## config.mk

```make
export PLATFORM = sky130hd
export DESIGN_NAME = reg_bus_sequencer_flat
export DESIGN_NICKNAME = d
export VERILOG_FILES = /design/src/rtl/reg_bus_sequencer_pkg.sv /design/src/rtl/reg_bus_sequencer_if.sv /design/src/rtl/reg_bus_sequencer_cond_eval.sv /design/src/rtl/reg_bus_sequencer.sv /design/src/flat_wrapper.sv
export SDC_FILE = /design/constraint.sdc
export NUM_CORES = 1
export LEC_CHECK = 0
export CAP_MARGIN = 25
export CELL_PAD_IN_SITES_DETAIL_PLACEMENT = 0
export CELL_PAD_IN_SITES_GLOBAL_PLACEMENT = 2
export CORE_ASPECT_RATIO = 1.1
export CORE_MARGIN = 1.5
export CORE_UTILIZATION = 35
export CTS_CLUSTER_SIZE = 8
export DETAILED_ROUTE_END_ITERATION = 10
export DONT_BUFFER_PORTS = 1
export HOLD_SLACK_MARGIN = 0.03
export PLACE_DENSITY_LB_ADDON = 0.1
export SLEW_MARGIN = 0
export SYNTH_ARGS = -nofsm -noshare
export SYNTH_HDL_FRONTEND = slang
export SYNTH_SLANG_ARGS = --single-unit
export TNS_END_PERCENT = 100
```

## constraint.sdc

```tcl
create_clock -name clk -period 2.58 [get_ports clk]
set_clock_uncertainty 0.05 [all_clocks]
set_input_delay 0.258 -clock clk [delete_from_list [all_inputs] [get_ports clk]]
set_output_delay 0.258 -clock clk [all_outputs]
set_load 0.05 [all_outputs]
```

## src/rtl/reg_bus_sequencer_pkg.sv

```systemverilog
// Shared definitions for the register-bus sequencer: instruction modes, FSM states,
// save-data mux encodings, condition codes and special register indices.
package reg_bus_sequencer_pkg;

  localparam int NUM_REGS = 6;
  localparam int DATA_W   = 8;

  localparam logic [1:0] MODE_IMM  = 2'b00;
  localparam logic [1:0] MODE_CALC = 2'b01;
  localparam logic [1:0] MODE_COPY = 2'b10;
  localparam logic [1:0] MODE_COND = 2'b11;

  typedef enum logic [1:0] {
    FETCH = 2'd0,
    READ  = 2'd1,
    WRITE = 2'd2
  } state_t;

  localparam logic [1:0] SEL_IMM  = 2'd0;
  localparam logic [1:0] SEL_ALU  = 2'd1;
  localparam logic [1:0] SEL_BUS1 = 2'd2;
  localparam logic [1:0] SEL_EXT  = 2'd3;

  localparam logic [2:0] COND_NEVER  = 3'd0;
  localparam logic [2:0] COND_EQZ    = 3'd1;
  localparam logic [2:0] COND_LTZ    = 3'd2;
  localparam logic [2:0] COND_LEZ    = 3'd3;
  localparam logic [2:0] COND_ALWAYS = 3'd4;
  localparam logic [2:0] COND_NEZ    = 3'd5;
  localparam logic [2:0] COND_GEZ    = 3'd6;
  localparam logic [2:0] COND_GTZ    = 3'd7;

  // Index 6 is the external input as a COPY source and the output port as a destination.
  localparam logic [2:0] REG_IN   = 3'd6;
  localparam logic [2:0] REG_OUT  = 3'd6;
  localparam logic [2:0] REG_NONE = 3'd7;

  function automatic logic [NUM_REGS-1:0] reg_onehot(input logic [2:0] idx);
    if (idx < 3'(NUM_REGS)) return NUM_REGS'(1) << idx;
    else return '0;
  endfunction

endpackage

```

## src/rtl/reg_bus_sequencer_if.sv

```systemverilog
// Instruction fetch handshake, external I/O handshakes and the bus-1 value
// used by the sequencer for condition evaluation.
interface reg_bus_sequencer_if;
  import reg_bus_sequencer_pkg::*;

  // All handshakes: a transfer happens on a clock edge where valid and ready are both
  // high; valid may not drop and its data may not change until that edge.
  logic [DATA_W-1:0] instr;
  logic              instr_valid;
  logic              instr_ready;
  logic [DATA_W-1:0] bus1_data;
  logic              in_valid;
  logic              in_ready;
  logic              out_ready;
  logic              out_valid;

  modport master (
    output instr, instr_valid, bus1_data, in_valid, out_ready,
    input  instr_ready, in_ready, out_valid
  );

  modport slave (
    input  instr, instr_valid, bus1_data, in_valid, out_ready,
    output instr_ready, in_ready, out_valid
  );
endinterface

```

## src/rtl/reg_bus_sequencer_cond_eval.sv

```systemverilog
// Combinational jump-condition evaluator on a signed bus value.
module reg_bus_sequencer_cond_eval
  import reg_bus_sequencer_pkg::*;
(
  input  logic signed [DATA_W-1:0] value,
  input  logic        [2:0]        code,
  output logic                     taken
);
  logic zero;
  logic neg;

  assign zero = (value == '0);
  assign neg  = value[DATA_W-1];

  always_comb begin
    taken = 1'b0;
    case (code)
      COND_NEVER:  taken = 1'b0;
      COND_EQZ:    taken = zero;
      COND_LTZ:    taken = neg;
      COND_LEZ:    taken = neg | zero;
      COND_ALWAYS: taken = 1'b1;
      COND_NEZ:    taken = ~zero;
      COND_GEZ:    taken = ~neg;
      COND_GTZ:    taken = ~neg & ~zero;
      default:     taken = 1'b0;
    endcase
  end
endmodule

```

## src/rtl/reg_bus_sequencer.sv

```systemverilog
// Fetch/read/write sequencer driving the register bank enables, save mux, ALU op,
// I/O handshakes and jump strobe from one instruction byte per operation.
module reg_bus_sequencer
  import reg_bus_sequencer_pkg::*;
(
  input  logic                 clk,
  input  logic                 rst,
  reg_bus_sequencer_if.slave   bus,
  output logic [NUM_REGS-1:0]  load1_en,
  output logic [NUM_REGS-1:0]  load2_en,
  output logic [NUM_REGS-1:0]  save_en,
  output logic [1:0]           save_sel,
  output logic [DATA_W-1:0]    imm,
  output logic [2:0]           alu_op,
  output logic                 jump,
  output logic                 busy,
  output state_t               dbg_state
);
  state_t              state_q, state_d;
  logic [DATA_W-1:0]   ir_q, ir_d;
  logic [1:0]          mode_q, mode_d;
  logic [2:0]          src_q, dst_q, src_d, dst_d;
  logic [NUM_REGS-1:0] load1_d, load2_d, save_d;
  logic [1:0]          sel_d;
  logic                in_ready_d, out_valid_d;
  logic                cond_taken;

  assign mode_q = ir_q[7:6];
  assign src_q  = ir_q[5:3];
  assign dst_q  = ir_q[2:0];
  assign mode_d = ir_d[7:6];
  assign src_d  = ir_d[5:3];
  assign dst_d  = ir_d[2:0];

  always_comb begin : next_state
    state_d = state_q;
    ir_d    = ir_q;
    case (state_q)
      FETCH: if (bus.instr_valid) begin
        ir_d    = bus.instr;
        state_d = READ;
      end
      READ:  if (!(mode_q == MODE_COPY && src_q == REG_IN) || bus.in_valid) state_d = WRITE;
      WRITE: if (!(mode_q == MODE_COPY && dst_q == REG_OUT) || bus.out_ready) state_d = FETCH;
      default: state_d = FETCH;
    endcase
  end

  // Outputs are decoded for the state being entered so the registered enables line up with it.
  always_comb begin : next_outputs
    load1_d     = '0;
    load2_d     = '0;
    save_d      = '0;
    sel_d       = SEL_IMM;
    in_ready_d  = 1'b0;
    out_valid_d = 1'b0;
    if (state_d != FETCH) begin
      case (mode_d)
        MODE_IMM:  sel_d = SEL_IMM;
        MODE_CALC: begin
          load1_d = reg_onehot(3'd1);
          load2_d = reg_onehot(3'd2);
          sel_d   = SEL_ALU;
        end
        MODE_COPY: begin
          load1_d = reg_onehot(src_d);
          sel_d   = (src_d == REG_IN) ? SEL_EXT : SEL_BUS1;
        end
        default: begin
          load1_d = reg_onehot(3'd3);
          load2_d = reg_onehot(3'd0);
        end
      endcase
    end
    if (state_d == WRITE) begin
      case (mode_d)
        MODE_IMM:  save_d = reg_onehot(3'd0);
        MODE_CALC: save_d = reg_onehot(3'd3);
        MODE_COPY: if (src_d != REG_NONE) save_d = reg_onehot(dst_d);
        default:   save_d = '0;
      endcase
      out_valid_d = (mode_d == MODE_COPY) && (dst_d == REG_OUT);
      in_ready_d  = (state_q == READ) && (mode_d == MODE_COPY) && (src_d == REG_IN);
    end
  end

  always_ff @(posedge clk) begin
    if (!rst) begin
      state_q         <= FETCH;
      ir_q            <= '0;
      load1_en        <= '0;
      load2_en        <= '0;
      save_en         <= '0;
      save_sel        <= SEL_IMM;
      imm             <= '0;
      alu_op          <= '0;
      bus.in_ready    <= 1'b0;
      bus.out_valid   <= 1'b0;
      bus.instr_ready <= 1'b1;
    end else begin
      state_q         <= state_d;
      ir_q            <= ir_d;
      load1_en        <= load1_d;
      load2_en        <= load2_d;
      save_en         <= save_d;
      save_sel        <= sel_d;
      imm             <= DATA_W'(ir_d[5:0]);
      alu_op          <= ir_d[2:0];
      bus.in_ready    <= in_ready_d;
      bus.out_valid   <= out_valid_d;
      bus.instr_ready <= (state_d == FETCH);
    end
  end

  // Bus 1 is only valid in WRITE, one cycle after its load enable, so jump is decided there.
  reg_bus_sequencer_cond_eval u_cond_eval (
    .value (bus.bus1_data),
    .code  (ir_q[2:0]),
    .taken (cond_taken)
  );

  assign jump      = (state_q == WRITE) && (mode_q == MODE_COND) && cond_taken;
  assign busy      = (state_q != FETCH);
  assign dbg_state = state_q;

endmodule

```

## src/flat_wrapper.sv

```systemverilog
// flat-port wrapper written by rule: the top's interface ports become plain ports
module reg_bus_sequencer_flat import reg_bus_sequencer_pkg::*;
  (clk, rst, load1_en, load2_en, save_en, save_sel, imm, alu_op, jump, busy, dbg_state, bus_instr, bus_instr_valid, bus_bus1_data, bus_in_valid, bus_out_ready, bus_instr_ready, bus_in_ready, bus_out_valid);
  reg_bus_sequencer_if bus_i ();
  input  logic clk;
  input  logic rst;
  output logic [NUM_REGS-1:0] load1_en;
  output logic [NUM_REGS-1:0] load2_en;
  output logic [NUM_REGS-1:0] save_en;
  output logic [1:0] save_sel;
  output logic [DATA_W-1:0] imm;
  output logic [2:0] alu_op;
  output logic jump;
  output logic busy;
  output state_t dbg_state;
  input wire logic [$bits(bus_i.instr)-1:0] bus_instr;
  input wire logic [$bits(bus_i.instr_valid)-1:0] bus_instr_valid;
  input wire logic [$bits(bus_i.bus1_data)-1:0] bus_bus1_data;
  input wire logic [$bits(bus_i.in_valid)-1:0] bus_in_valid;
  input wire logic [$bits(bus_i.out_ready)-1:0] bus_out_ready;
  output wire logic [$bits(bus_i.instr_ready)-1:0] bus_instr_ready;
  output wire logic [$bits(bus_i.in_ready)-1:0] bus_in_ready;
  output wire logic [$bits(bus_i.out_valid)-1:0] bus_out_valid;
  assign bus_i.instr = bus_instr;
  assign bus_i.instr_valid = bus_instr_valid;
  assign bus_i.bus1_data = bus_bus1_data;
  assign bus_i.in_valid = bus_in_valid;
  assign bus_i.out_ready = bus_out_ready;
  assign bus_instr_ready = bus_i.instr_ready;
  assign bus_in_ready = bus_i.in_ready;
  assign bus_out_valid = bus_i.out_valid;
  reg_bus_sequencer u_core (.clk(clk), .rst(rst), .bus(bus_i), .load1_en(load1_en), .load2_en(load2_en), .save_en(save_en), .save_sel(save_sel), .imm(imm), .alu_op(alu_op), .jump(jump), .busy(busy), .dbg_state(dbg_state));
endmodule
```

==> impl_metrics.ini <==
[finish]
syn2layout_area_growth_pct = 9.46
antennaDiodeCount = 0
final_layout_size_suffix_gt1_frac = 0.165
post-route-cell-area_mm2 = 0.00168
net_count_of_the_finished_layout = 201
finish.utilization = 0.395
layout.filler_cells = 469
regArea_um2 = 581
area_of_the_multi_input_gates_um2 = 776

[sta]
worst_pin_slew_ns = 0.540
setup_viol = 0
achievable-frequency_mhz = 426
period_minus_slack_ns = 2.35
max_transition_viols_final = 0
rsz0062_at_grt = no
slew_headroom = 0.640
setup_total_negative_slack_ns = 0
final_hold_viol_count = 0
min_period_over_period = 0.911

[critical_path]
critical_path.startpoint_type = register
r2r_end = u_core.load1_en[5]$_SDFF_PN0_
timing.reg2reg.worst_path_depth = 5
endpoint_kind = register
timing.rr.start = u_core.dbg_state[0]$_SDFF_PN0_
cp_data_required_time_ns = 2.67
worst-setup-path-type = reg2reg
cp_data_arrival_time_ns = 2.44
worst-r2r-setup-slack_ns = 0.23
critical_path_peak_fanout = 9

[logic_synthesis]
netlist_area_mm2 = 0.00153
synth_seq_cells = 29
postSynth.topFlopCell = sky130_fd_sc_hd__dfxtp_1
yosys.cell_types.count = 46
synth-edff-count = 0
synth_seq_area_share = 0.378
syn_avg_cell_area_um2 = 8.82
async_flop_share = 0
yosys_warnings = 0
post_synth_inst_count = 174

[power_and_ir_drop]
power_per_cell_area_mw_per_mm2 = 707
p_int_mw = 0.835
power.combinational.fraction = 0.171
total_switching_power_mw = 0.352
share_clk_of_total_power = 0.407
p_leak_nw = 0.636
irDropWorstVdd_uv = 314
share_seq_of_total_power = 0.423
netSwitchingFraction = 0.297

[floorplan]
initial_util = 0.361
ios = 59
core_area_mm2 = 0.00425
dieArea_mm2 = 0.00479
placement_rows = 25
floorplan.die.height_um = 72.4
floorplan.die.width_um = 66.1

[run_status]
run_status = complete, no violations

[detailed_routing]
topRoutingLayerUsed = met4
vias_per_cell = 5.22
met1_length_um = 1690
detailedRoute.firstIterationViolations = 22
wire_per_inst_um = 17.4
num_vias = 1201
firstDrtPassIters = 4
route.detailed.drc = 0
met2WireLength_um = 2030
routed_wire_length_on_met3_um = 225
postRouteAntennaNets = 0
postRouteWirelength_um = 4000

[placement]
dpl-instance-area_mm2 = 0.00156
placement.io_buffers = 0
place_congestion = 0.852
post-dp-hpwl_um = 2990

[global_route]
via_count_of_the_first_global_routing_pass = 1280
gr-total-overflow = 0
antenna_found_initial = 0
grt_first_pass_wirelength_um = 6510
grt_usage = 0.182
largest_net_degree_at_the_start_of_global_routing = 21

[clock_tree]
holdBufCountCts = 0
cts_tree = yes
cts.clk_slew.worst_paths_ns = 0.06
clk_path_buf_depth = 2
numCtsBuffers = 5
cts_resized = 0
worstSkewPairLatency_ns = 0.28
htree_num_levels = 2
clock-root-buffer = sky130_fd_sc_hd__clkbuf_8
post-cts-setup-buffers = 0
clock_sink_count = 29

[worst_hold_path]
min_path_type = in2reg
hold_depth = 1
hold_path_end = u_core.ir_q[4]$_SDFF_PN0_
hp-start = rst

[run]
drv_cap = 0
[per-layer routing]
metal,up-vias,GRT usage
met5,-,0
met1,569,0.210
met3,5,0.0589
met4,0,0.0612
met2,34,0.316
li1,593,-
[registers in the layout, summed over array words and instances (netlist names)]
signal,flops
u_core.ir_q,8
u_core.load1_en,6
u_core.save_en,6
u_core.dbg_state,2
u_core.load2_en,2
u_core.save_sel,2
u_core.bus.in_ready,1
u_core.bus.instr_ready,1
u_core.bus.out_valid,1
[stage by stage]
step | hold slack, ns | instances | power (mW) | setup slack (ns)
detailed placement | 0.337 | 222 | 0.713 | 0.150
global route | 0.0464 | 230 | 1.25 | 0.0110
floorplan | 0.353 | 179 | 0.690 | 0.00831
finish | 0.0555 | 230 | 1.19 | 0.231
global placement | 0.337 | 222 | 0.712 | 0.273
CTS | 0.0468 | 230 | 1.20 | 0.118
[cell type report]
cell class | instances | share of cell area
Multi-Input combinational cell | 114 | 0.462
Sequential cell | 29 | 0.346
Timing Repair Buffer | 12 | 0.0537
Clock buffer | 7 | 0.0514
Tap cell | 54 | 0.0402
Inverter | 13 | 0.0291
Clock inverter | 1 | 0.0179
[cells in the mapped netlist, types with 2 or more instances]
master	number	area, um^2
sky130_fd_sc_hd__nand2_1	13	48.8
sky130_fd_sc_hd__o21ai_2	2	17.5
sky130_fd_sc_hd__buf_4	15	113
sky130_fd_sc_hd__a21boi_0	4	30.0
sky130_fd_sc_hd__clkbuf_1	4	15.0
sky130_fd_sc_hd__nor2b_1	4	25.0
sky130_fd_sc_hd__ha_1	5	62.6
sky130_fd_sc_hd__o21ai_0	2	10.0
sky130_fd_sc_hd__a31oi_1	8	50.1
sky130_fd_sc_hd__nor4_1	7	43.8
sky130_fd_sc_hd__buf_2	3	15.0
sky130_fd_sc_hd__mux2i_1	4	40.0
sky130_fd_sc_hd__nor2_1	12	45.0
sky130_fd_sc_hd__and3b_1	2	17.5
sky130_fd_sc_hd__dfxtp_1	29	581
sky130_fd_sc_hd__nand3_1	5	25.0
sky130_fd_sc_hd__nor3b_1	5	37.5
sky130_fd_sc_hd__a21oi_1	3	15.0
sky130_fd_sc_hd__or4b_1	2	20.0
sky130_fd_sc_hd__nor3_1	3	15.0
sky130_fd_sc_hd__a211oi_1	2	15.0
sky130_fd_sc_hd__nor4b_1	2	17.5
sky130_fd_sc_hd__inv_1	13	48.8
sky130_fd_sc_hd__nand4_1	3	18.8
[cell families (layout without fill, tap and decap cells)]
logic type,Yosys count,in the layout,synth area share
buffers and inverters,36,33,0.132
other,1,6,0.00244
multiplexers,5,5,0.0334
AO/OA/AOI/OAI,27,27,0.125
flip-flops,29,29,0.378
XOR/XNOR,1,1,0.00571
AND/OR/NAND/NOR,70,70,0.282
adder cells (fa/ha/maj),5,5,0.0408
[worst max-delay path by stage]
stage,cells after the start,endpoint,from
after floorplan,8,u_core.save_en[3]$_SDFF_PN0_,u_core.dbg_state[0]$_SDFF_PN0_
after global placement,5,u_core.load1_en[5]$_SDFF_PN0_,u_core.dbg_state[0]$_SDFF_PN0_
after detailed placement,7,u_core.load1_en[5]$_SDFF_PN0_,u_core.dbg_state[0]$_SDFF_PN0_
after CTS,5,u_core.load1_en[5]$_SDFF_PN0_,u_core.dbg_state[0]$_SDFF_PN0_
after global routing,7,u_core.load1_en[5]$_SDFF_PN0_,u_core.dbg_state[0]$_SDFF_PN0_
final,5,u_core.load1_en[5]$_SDFF_PN0_,u_core.dbg_state[0]$_SDFF_PN0_
[cell usage in the layout (no fill, tap or decap), types with 2 or more instances in the layout]
cell type	instances
sky130_fd_sc_hd__inv_1	13
sky130_fd_sc_hd__nor3_1	3
sky130_fd_sc_hd__mux2i_1	4
sky130_fd_sc_hd__nor3b_1	4
sky130_fd_sc_hd__ha_1	5
sky130_fd_sc_hd__o21ai_0	2
sky130_fd_sc_hd__dfxtp_1	29
sky130_fd_sc_hd__nand2_1	13
sky130_fd_sc_hd__nor4_1	7
sky130_fd_sc_hd__conb_1	6
sky130_fd_sc_hd__nor2b_1	4
sky130_fd_sc_hd__a211oi_1	2
sky130_fd_sc_hd__a31oi_1	8
sky130_fd_sc_hd__buf_4	12
sky130_fd_sc_hd__nand4_1	3
sky130_fd_sc_hd__a21boi_0	4
sky130_fd_sc_hd__clkbuf_8	6
sky130_fd_sc_hd__or4b_1	2
sky130_fd_sc_hd__nor3b_2	2
sky130_fd_sc_hd__nor4b_1	2
sky130_fd_sc_hd__and3b_1	2
sky130_fd_sc_hd__nand3_1	5
sky130_fd_sc_hd__o21ai_2	2
sky130_fd_sc_hd__a21oi_1	3
sky130_fd_sc_hd__nor2_1	12
[power by group through the flow]
stage | Combinational [mW] | Clock [mW] | Sequential (mW)
2_1_floorplan | 0.175 | 0 | 0.515
3_3_place_gp | 0.201 | 0 | 0.512
3_5_place_dp | 0.202 | 0 | 0.512
4_1_cts | 0.203 | 0.497 | 0.502
5_1_grt | 0.220 | 0.524 | 0.503
6_report | 0.202 | 0.483 | 0.501
[critical path, cell delays in order (launching register included)]
cell and delay (ns):
sky130_fd_sc_hd__dfxtp_1 0.32, sky130_fd_sc_hd__nor3b_2 0.34, sky130_fd_sc_hd__mux2i_1 0.42, sky130_fd_sc_hd__ha_1 0.39
sky130_fd_sc_hd__nand2_1 0.29, sky130_fd_sc_hd__a2111oi_1 0.40
Note: power is estimated with default switching activity, not from simulation.
